$ cat config.mk
export PLATFORM = sky130hd
export DESIGN_NAME = level_sequencer
export DESIGN_NICKNAME = d
export VERILOG_FILES = /design/src/rtl/lvseq_pkg.sv /design/src/rtl/level_sequencer_frame_timer.sv /design/src/rtl/level_sequencer.sv
export SDC_FILE = /design/constraint.sdc
export NUM_CORES = 1
export LEC_CHECK = 0
export BUFFER_PORTS_ARGS = -buffer_cell sky130_fd_sc_hd__buf_2
export CORE_UTILIZATION = 41
export DETAILED_ROUTE_END_ITERATION = 12
export GPL_TIMING_DRIVEN = 0
export PLACE_DENSITY = 0.84
export SYNTH_ARGS = -nofsm -noshare
export SYNTH_HDL_FRONTEND = slang
export SYNTH_SLANG_ARGS = --single-unit
export TNS_END_PERCENT = 5
$ cat constraint.sdc
create_clock -name clk -period 2.6 [get_ports clk]
set_clock_uncertainty 0.1 [all_clocks]
set_input_delay 0.78 -clock clk [delete_from_list [all_inputs] [get_ports clk]]
set_output_delay 0.78 -clock clk [all_outputs]
set_load 0.01 [all_outputs]
$ cat src/rtl/lvseq_pkg.sv
// lvseq_pkg: shared definitions for level_sequencer.
// Contains the state encoding, the per-level palette and the win-screen color.
package lvseq_pkg;

  typedef enum logic [1:0] {
    ST_IDLE  = 2'd0,
    ST_PLAY  = 2'd1,
    ST_TRANS = 2'd2,
    ST_DONE  = 2'd3
  } lvseq_state_t;

  // Plain-vector views of the encoding, for code that keeps state in a logic vector.
  localparam logic [1:0] S_IDLE  = ST_IDLE;
  localparam logic [1:0] S_PLAY  = ST_PLAY;
  localparam logic [1:0] S_TRANS = ST_TRANS;
  localparam logic [1:0] S_DONE  = ST_DONE;

  localparam int PAL_DEPTH = 8;

  // 12-bit RGB palettes; up to PAL_DEPTH levels are supported.
  localparam logic [11:0] LV_TOP [PAL_DEPTH] = '{
    12'h00F, 12'h0F0, 12'hF00, 12'hFF0, 12'h0FF, 12'hF0F, 12'hFFF, 12'h888
  };
  localparam logic [11:0] LV_MID [PAL_DEPTH] = '{
    12'h008, 12'h080, 12'h800, 12'h880, 12'h088, 12'h808, 12'h888, 12'h444
  };

  localparam logic [3:0] WIN_COLOR = 4'hC;

  function automatic logic [11:0] lv_top(input logic [2:0] idx);
    return LV_TOP[idx];
  endfunction

  function automatic logic [11:0] lv_mid(input logic [2:0] idx);
    return LV_MID[idx];
  endfunction

endpackage

$ cat src/rtl/level_sequencer_frame_timer.sv
// frame_timer: saturating counter that advances on each end-of-frame pulse.
// Synchronous active-low reset; clear has priority over increment.
module frame_timer #(
  parameter int W = 16
) (
  input  logic         clk,
  input  logic         rst,
  input  logic         clear,
  input  logic         inc,
  output logic [W-1:0] count
);

  always_ff @(posedge clk) begin
    if (!rst) begin
      count <= '0;
    end else if (clear) begin
      count <= '0;
    end else if (inc && (count != {W{1'b1}})) begin
      count <= count + W'(1);
    end
  end

endmodule

$ cat src/rtl/level_sequencer.sv
// level_sequencer: game-flow controller selecting the active level, its palette and pixel color.
// Define LVSEQ_FADE_EN to fade the finished level's pixels out during transitions (default: black).
module level_sequencer
  import lvseq_pkg::*;
#(
  parameter int NUM_LV      = 4,
  parameter int cA          = 4,
  parameter int HOLD_FRAMES = 32,
  parameter int FADE_DIV    = 8
) (
  input  logic                               clk,
  input  logic                               rst,
  input  logic                               imgReturn,
  input  logic                               space,
  input  logic [NUM_LV-1:0]                  LVcp,
  input  logic [NUM_LV-1:0][2:0][cA-1:0]     lvColor,
  output logic [NUM_LV-1:0]                  lvRst,
  output logic [11:0]                        topColor,
  output logic [11:0]                        midColor,
  output logic [2:0][cA-1:0]                 color,
  output logic [$clog2(NUM_LV)-1:0]          lvSel,
  output logic [15:0]                        playFrames
);

  localparam int SW = $clog2(NUM_LV);
  localparam int FW = $clog2(HOLD_FRAMES) + 1;

  logic [1:0]        state;
  logic [1:0]        state_n;
  logic [SW-1:0]     sel_n;
  logic [NUM_LV-1:0] lv_rst_next;
  logic [FW-1:0]     fcnt;
  logic              hold_done;
  logic              enter_play;
  logic              enter_trans;

  assign hold_done   = imgReturn && (fcnt == FW'(HOLD_FRAMES - 1));
  assign enter_play  = (state_n == S_PLAY)  && (state != S_PLAY);
  assign enter_trans = (state_n == S_TRANS) && (state != S_TRANS);

  always_comb begin
    state_n = state;
    sel_n   = lvSel;
    case (state)
      S_IDLE: begin
        if (space) begin
          state_n = S_PLAY;
          sel_n   = '0;
        end
      end
      S_PLAY: begin
        if (LVcp[lvSel]) begin
          state_n = S_TRANS;
        end
      end
      S_TRANS: begin
        if (hold_done) begin
          if (lvSel == SW'(NUM_LV - 1)) begin
            state_n = S_DONE;
          end else begin
            state_n = S_PLAY;
            sel_n   = lvSel + SW'(1);
          end
        end
      end
      S_DONE: begin
        if (space) begin
          state_n = S_IDLE;
          sel_n   = '0;
        end
      end
      default: begin
        state_n = S_IDLE;
        sel_n   = '0;
      end
    endcase
  end

  // Only the level about to be active is released, so it always restarts with LVcp low.
  always_comb begin
    lv_rst_next = '0;
    if ((state_n == S_PLAY) || (state_n == S_TRANS)) begin
      lv_rst_next[sel_n] = 1'b1;
    end
  end

  always_ff @(posedge clk) begin
    if (!rst) begin
      state    <= S_IDLE;
      lvSel    <= '0;
      lvRst    <= '0;
      topColor <= lv_top(3'd0);
      midColor <= lv_mid(3'd0);
    end else begin
      state    <= state_n;
      lvSel    <= sel_n;
      lvRst    <= lv_rst_next;
      topColor <= lv_top(3'(sel_n));
      midColor <= lv_mid(3'(sel_n));
    end
  end

  frame_timer #(.W(FW)) u_trans_timer (
    .clk   (clk),
    .rst   (rst),
    .clear (enter_trans),
    .inc   (imgReturn && (state == S_TRANS)),
    .count (fcnt)
  );

  frame_timer #(.W(16)) u_play_timer (
    .clk   (clk),
    .rst   (rst),
    .clear (enter_play),
    .inc   (imgReturn && (state == S_PLAY)),
    .count (playFrames)
  );

`ifdef LVSEQ_FADE_EN
  logic [FW-1:0] fade_step;
  logic [FW-1:0] fade_shift;

  always_comb begin
    fade_step  = fcnt / FW'(FADE_DIV);
    fade_shift = (fade_step > FW'(cA)) ? FW'(cA) : fade_step;
  end
`endif

  // Combinational so the pixel path adds no latency behind the level modules.
  always_comb begin
    color = '0;
    case (state)
      S_PLAY: begin
        color = lvColor[lvSel];
      end
      S_TRANS: begin
`ifdef LVSEQ_FADE_EN
        for (int c = 0; c < 3; c++) begin
          color[c] = lvColor[lvSel][c] >> fade_shift;
        end
`endif
      end
      S_DONE: begin
        for (int c = 0; c < 3; c++) begin
          color[c] = cA'(WIN_COLOR);
        end
      end
      default: begin
        color = '0;
      end
    endcase
  end

endmodule

# After elaboration in Yosys (flattened, before gate mapping)
# Memories as Yosys holds them, arrays and structs flattened. A register that Yosys moved wholly into a read port is not among the register bits.
# Index checks and enable logic that the tools add are counted.
[word_totals]
regBits = 30
mem_bits_ro = 192
in_bits = 56
output_inout_bits = 58
wordCells = 59
n_memories = 2
[classes]
addsub = 3
n_lt_le_gt_ge = 3
n_eq_ne = 11
mux = 17
bitwise_logic = 2
n_reduce_logical = 16
[memory_table]
columns = ["name", "depth", "word_bits", "rd", "rd_clocked_by_memory_dff", "write_ports", "line_no", "rtl"]
rows = [
  ["(name not given)", 8, 12, 1, 1, 0, "lvseq_pkg.sv:35", "return LV_MID[idx];"],
  ["(name not given)", 8, 12, 1, 1, 0, "lvseq_pkg.sv:31", "return LV_TOP[idx];"],
]
[ops]
columns = ["op", "count"]
rows = [
  ["$bmux W12 S2", 1],
  ["$pmux W12 S2", 1],
  ["$add A16 B1 Y16 const B", 1],
  ["$mux W2", 8],
  ["$ne A16 B16 Y1 const B", 1],
  ["$mux W12", 1],
  ["$eq A2 B2 Y1 const B", 4],
  ["$logic_and A1 B1 Y1", 8],
  ["$pmux W2 S4", 1],
  ["$add A6 B1 Y6 const B", 1],
  ["$eq A6 B5 Y1 const B", 1],
  ["$lt A2 B3 Y1 const B", 2],
  ["$ne A6 B6 Y1 const B", 1],
  ["$reduce_or A2 Y1", 3],
  ["$eq A2 B1 Y1 const B", 2],
  ["$not A2 Y4", 1],
  ["$pmux W2 S2", 1],
  ["$add A2 B1 Y2 const B", 1],
  ["$bmux W1 S2", 1],
  ["$demux W1 S2", 1],
  ["$ge A2 B1 Y1 const B", 1],
  ["$logic_not A1 Y1", 2],
  ["$logic_not A2 Y1", 1],
  ["$mux W1", 2],
  ["5 further kinds", 5],
]

# Logic depth before layout (Yosys ltp)
[depth]
ltp_word = 8
mapped_depth = 12

# Modules after synthesis
# Synthesis repeated with hierarchy kept, for this count alone.
[hier_totals]
cells_unflattened = 247
area_unflattened_um2 = 2357.3
[modules_own_cells]
columns = ["mod", "instances", "cells_per_inst", "area_per_inst_um2", "seq_area_each_um2"]
rows = [
  ["level_sequencer", 1, 121, 1174.9, 180.2],
  ["frame_timer (u_play_timer)", 1, 91, 864.6, 320.3],
  ["frame_timer (u_trans_timer)", 1, 35, 317.8, 120.1],
]

# Least setup slack after synthesis
# Ideal clock, no wire load.
[synth_path]
kind = "input-to-reg"
from = "input port LVcp[3]"
to = "register u_play_timer.count[10]"
setup_time_ns = 0.128
arrival_time_ns = 2.400
required_time_ns = 2.372
setup_slack_ns = -0.027
cell_stages = 9
n_path_buf = 1
path_cell_list = "mux4_2 -> nor2_1 -> or3_1 -> o211a_1 -> ha_1 -> inv_1 -> o21ai_1 -> clkbuf_1 -> nor2_1"
[synth_between]
elab_chain_len = 7
[synth_lines]
columns = ["item", "line_no", "rtl"]
rows = [
  ["start: declaration", "level_sequencer.sv:15", "input logic [NUM_LV-1:0] LVcp,"],
  ["$bmux W1 S2", "level_sequencer.sv:52", "if (LVcp[lvSel]) begin"],
  ["$mux W1 (not written as such)", "level_sequencer.sv:52", ""],
  ["$mux W2", "level_sequencer.sv:52", ""],
  ["$pmux W2 S4", "level_sequencer.sv:44", "case (state)"],
  ["$eq A2 B1 Y1", "level_sequencer.sv:38", "assign enter_play = (state_n == S_PLAY) && (state != S_PLAY);"],
  ["$logic_and A1 B1 Y1", "level_sequencer.sv:38", ""],
  ["$reduce_or A2 Y1 (no source line)", "--", ""],
  ["end signal: assignment", "level_sequencer_frame_timer.sv:19", "count <= count + W'(1);"],
  ["end: declaration", "level_sequencer_frame_timer.sv:10", "output logic [W-1:0] count"],
]
# Every way passes these cells. The select of a mux whose other input is x is not followed.
# A chain may end at the register's enable or synchronous reset.

==> run metrics <==
status=finished clean; All-Layer GR Usage=about a fifth; Avg Inst Size Synth=9.21 um2; Post-Route WL=5200 um; DP HPWL=4100 um; Final period util=99.9%; Worst Tran Pin Value=around 0.78 ns; max incr delay on CP=0.49 ns; CP Cell Sequence=buf_12, buf_12, mux4_2, and2_1, buf_2; count of final hold-check violations=0; Area contributors post-synth=dfxtp_1 29%, mux4_2 14%, buf_4 8.5%; largest net degree at the start of global routing=14; CTS Buf Count=5; DRT antenna net count=0; final-report max-slew violation count=0; Synth Area in Compound Gates=9.67%; Worst path most repeated cell=buf_12; global-route wire length before repair=8340 um; vias=2073; CP arrival=about 1.7 ns; Final setup viols=0; vias in the first global route=1855; Remaining DRCs=0; Seq pwr share=between 40% and 50%; sequential area share after synthesis=roughly 30%; Synth warnings=0; Gate power share=16.0%; Power Density=386 nW/um2; simple-gate area share of the yosys netlist=between 20% and 30%; CP Launch Type=flop; top-area cell type share of the netlist area=between 20 and 30%; CTS tree=yes; grt peak-use layer=met2; Ant. Diodes=0; CP max FO=9; grt met1 use=25.1%; Yosys cell types=46; GR Overflow Total=0; nets=413; Max-Cap Viols=0; mux contribution to synthesized area=15.8%; die area=roughly 5400 um2; antenna violations before repair=0; RePlAce Congestion=0.832; Worst Hold Class=reg2reg; clock power share=42.0%; Syn Inst Count=229; H-tree depth=2; Die Ht=73.7 um; Primary FF master, synth=dfxtp_1; Post-synth EDFFs=0; Final Critical Period=2.60 ns; area of the core=around 4800 um2; hold_buf cts=0; PortBufs=104; P_sw=roughly 270 uW; met2 Use GR=approximately a third; met3 usage=3.57%; XOR/XNOR Fraction of Synth Area=6.64%; Starting Density=43.5%; ys async rst share=0%; post-route setup TNS=0 ns; Clock Root Buffer=clkbuf_8; WL per Instance=12.5 um; Clock Tree Buf Depth=2; flop and latch count out of synthesis=31; Boundary Pins=114; sw frac=23.2%; layout cells sized above 1=49.1%; total power=1.15 mW; # fillers=430; Buf/Inv on CP=3; Crit-path slowest cell=mux4_2; P_int=883 uW; critical path class=reg2out; Via density=a little under 5; CP top delay family=multiplexers; chip width=73.7 um; first-pass detailed-route iteration total=4; adder-cell share of the synthesized area=4.74%; Slew headroom=approximately 48%; Layout area overhead=41.2%; synthesized cell area=2110 um2; RSZ-0062 raised after global routing=true; Detailed Route Iter0 Violations=91; Max Fclk=0.385 GHz; Final Util=about three fifths; Leak=1.44 nW; Worst EP required=1.72 ns; # rows=25; clk sink count=31; area leader, netlist=dfxtp_1; worst vdd ir=roughly 0.00039 V; main combinational cell family by area after synthesis=simple AND/OR/NAND/NOR gates; clock latency on the worst-skew pair=~0.28 ns; CTS clk-pin slew, worst paths=~0.070 ns; Setup crit end kind=primary output
==> cells in the mapped netlist, types with 2 or more instances <==
master and number:
a21o_1 6, xnor2_1 8, and2_1 7, nor3_1 6
dfxtp_1 31, buf_2 2, nand3_1 5, nand2b_1 3
mux4_2 13, xor2_1 8, o21ai_0 6, ha_1 8
o211ai_1 2, nand2_1 9, nor4_1 2, or3_1 3
nor4b_1 2, nor2b_1 4, inv_1 10, a21oi_1 8
nand4_1 6, nor2_1 22, o21ai_1 2, buf_4 24
clkbuf_1 4, and3_1 3, mux2i_1 3, buf_1 2
nor3b_1 3
==> per-layer routing <==
layer  wire length [um]  up-vias
met5                  0        -
met4                 44        0
met3                264        6
met2               2700       69
met1               2190      977
li1                   -     1021
==> cells in the final DEF (no fill, tap or decap), types with 3 or more instances in the layout <==
| master | instances |
|---|---|
| nand2b_1 | 3 |
| clkbuf_8 | 6 |
| nor3_1 | 5 |
| a21o_1 | 6 |
| or3_1 | 3 |
| and2_1 | 5 |
| xor2_1 | 8 |
| nand3_1 | 5 |
| buf_4 | 25 |
| ha_1 | 7 |
| and3_1 | 3 |
| buf_2 | 103 |
| nor2_1 | 22 |
| a21oi_1 | 8 |
| o21ai_0 | 6 |
| inv_1 | 10 |
| xnor2_1 | 8 |
| nor3b_1 | 3 |
| nand4_1 | 6 |
| nor2b_1 | 4 |
| mux2i_1 | 3 |
| nand2_1 | 9 |
| mux4_2 | 13 |
| conb_1 | 9 |
| dfxtp_1 | 28 |
==> sequential cells by signal (all words and copies together), names as in the netlist <==
register	cells
topColor	3
u_trans_timer.count	6
u_play_timer.count	16
lvRst	4
state	2
==> cells by family after synthesis <==
logic type                 Yosys count
DFF                                 31
AOI/OAI and AO/OA                   32
xor gates and xnor gates            16
other                                1
and+or+nand+nor                     81
adders and majority gates            8
buffers and inverters               43
muxes                               17
==> timing repair <==
action	in CTS	in global routing
setup endpoints to repair	22	32
setup buffers	0	1
gates cloned	0	1
endpoints found under the hold margin	0	0
resized for setup	14	13
pin swaps	5	1
==> through the flow <==
step	cells	instance area, um2	hold WS [ns]	worst slack (ns)
after floorplan	237	2140	0.379	0.0484
after global placement	408	2750	0.396	-0.380
after detailed placement	408	2750	0.403	-0.419
after CTS	415	2900	0.425	-0.0727
after global routing	417	2980	0.455	-0.0857
final	417	2980	0.420	0.00262
==> final timing paths <==
path                          start               endpoint  slack, ns  depth (start not counted)
max                     topColor[7]               color[9]      0.003                          5
min           u_play_timer.count[1]  u_play_timer.count[1]       0.42                          2
max reg2reg  u_trans_timer.count[0]               lvRst[1]       0.15                          8
min reg2reg   u_play_timer.count[1]  u_play_timer.count[1]       0.42                          2
==> layout make-up <==
| type | count | area, um2 | share of cell area, % |
|---|---|---|---|
| Timing Repair Buffer | 106 | 566 | 19.0 |
| Buffer | 32 | 250 | 8.40 |
| Sequential cell | 31 | 627 | 21.0 |
| Clock buffer | 6 | 82.6 | 2.77 |
| Clock inverter | 2 | 35.0 | 1.18 |
| Inverter | 10 | 37.5 | 1.26 |
| Tap cell | 67 | 83.8 | 2.81 |
| Multi-Input combinational cell | 163 | 1300 | 43.6 |
==> power by group through the flow <==
stage	sequential [mW]	clock (mW)	combinational [mW]
CTS	0.483	0.490	0.175
global route	0.484	0.514	0.202
global placement	0.495	0	0.165
detailed placement	0.495	0	0.170
floorplan	0.496	0	0.0958
finish	0.483	0.483	0.184
==> worst register-to-register path: stages (launching register included) <==
cell	delay (ns)
dfxtp_1	0.37
ha_2	0.22
nand4_1	0.16
nor3_2	0.19
mux2_2	0.35
o211a_1	0.24
ha_1	0.29
nand2b_1	0.19
nor3b_1	0.25
Power figures use the tool's default switching activity.
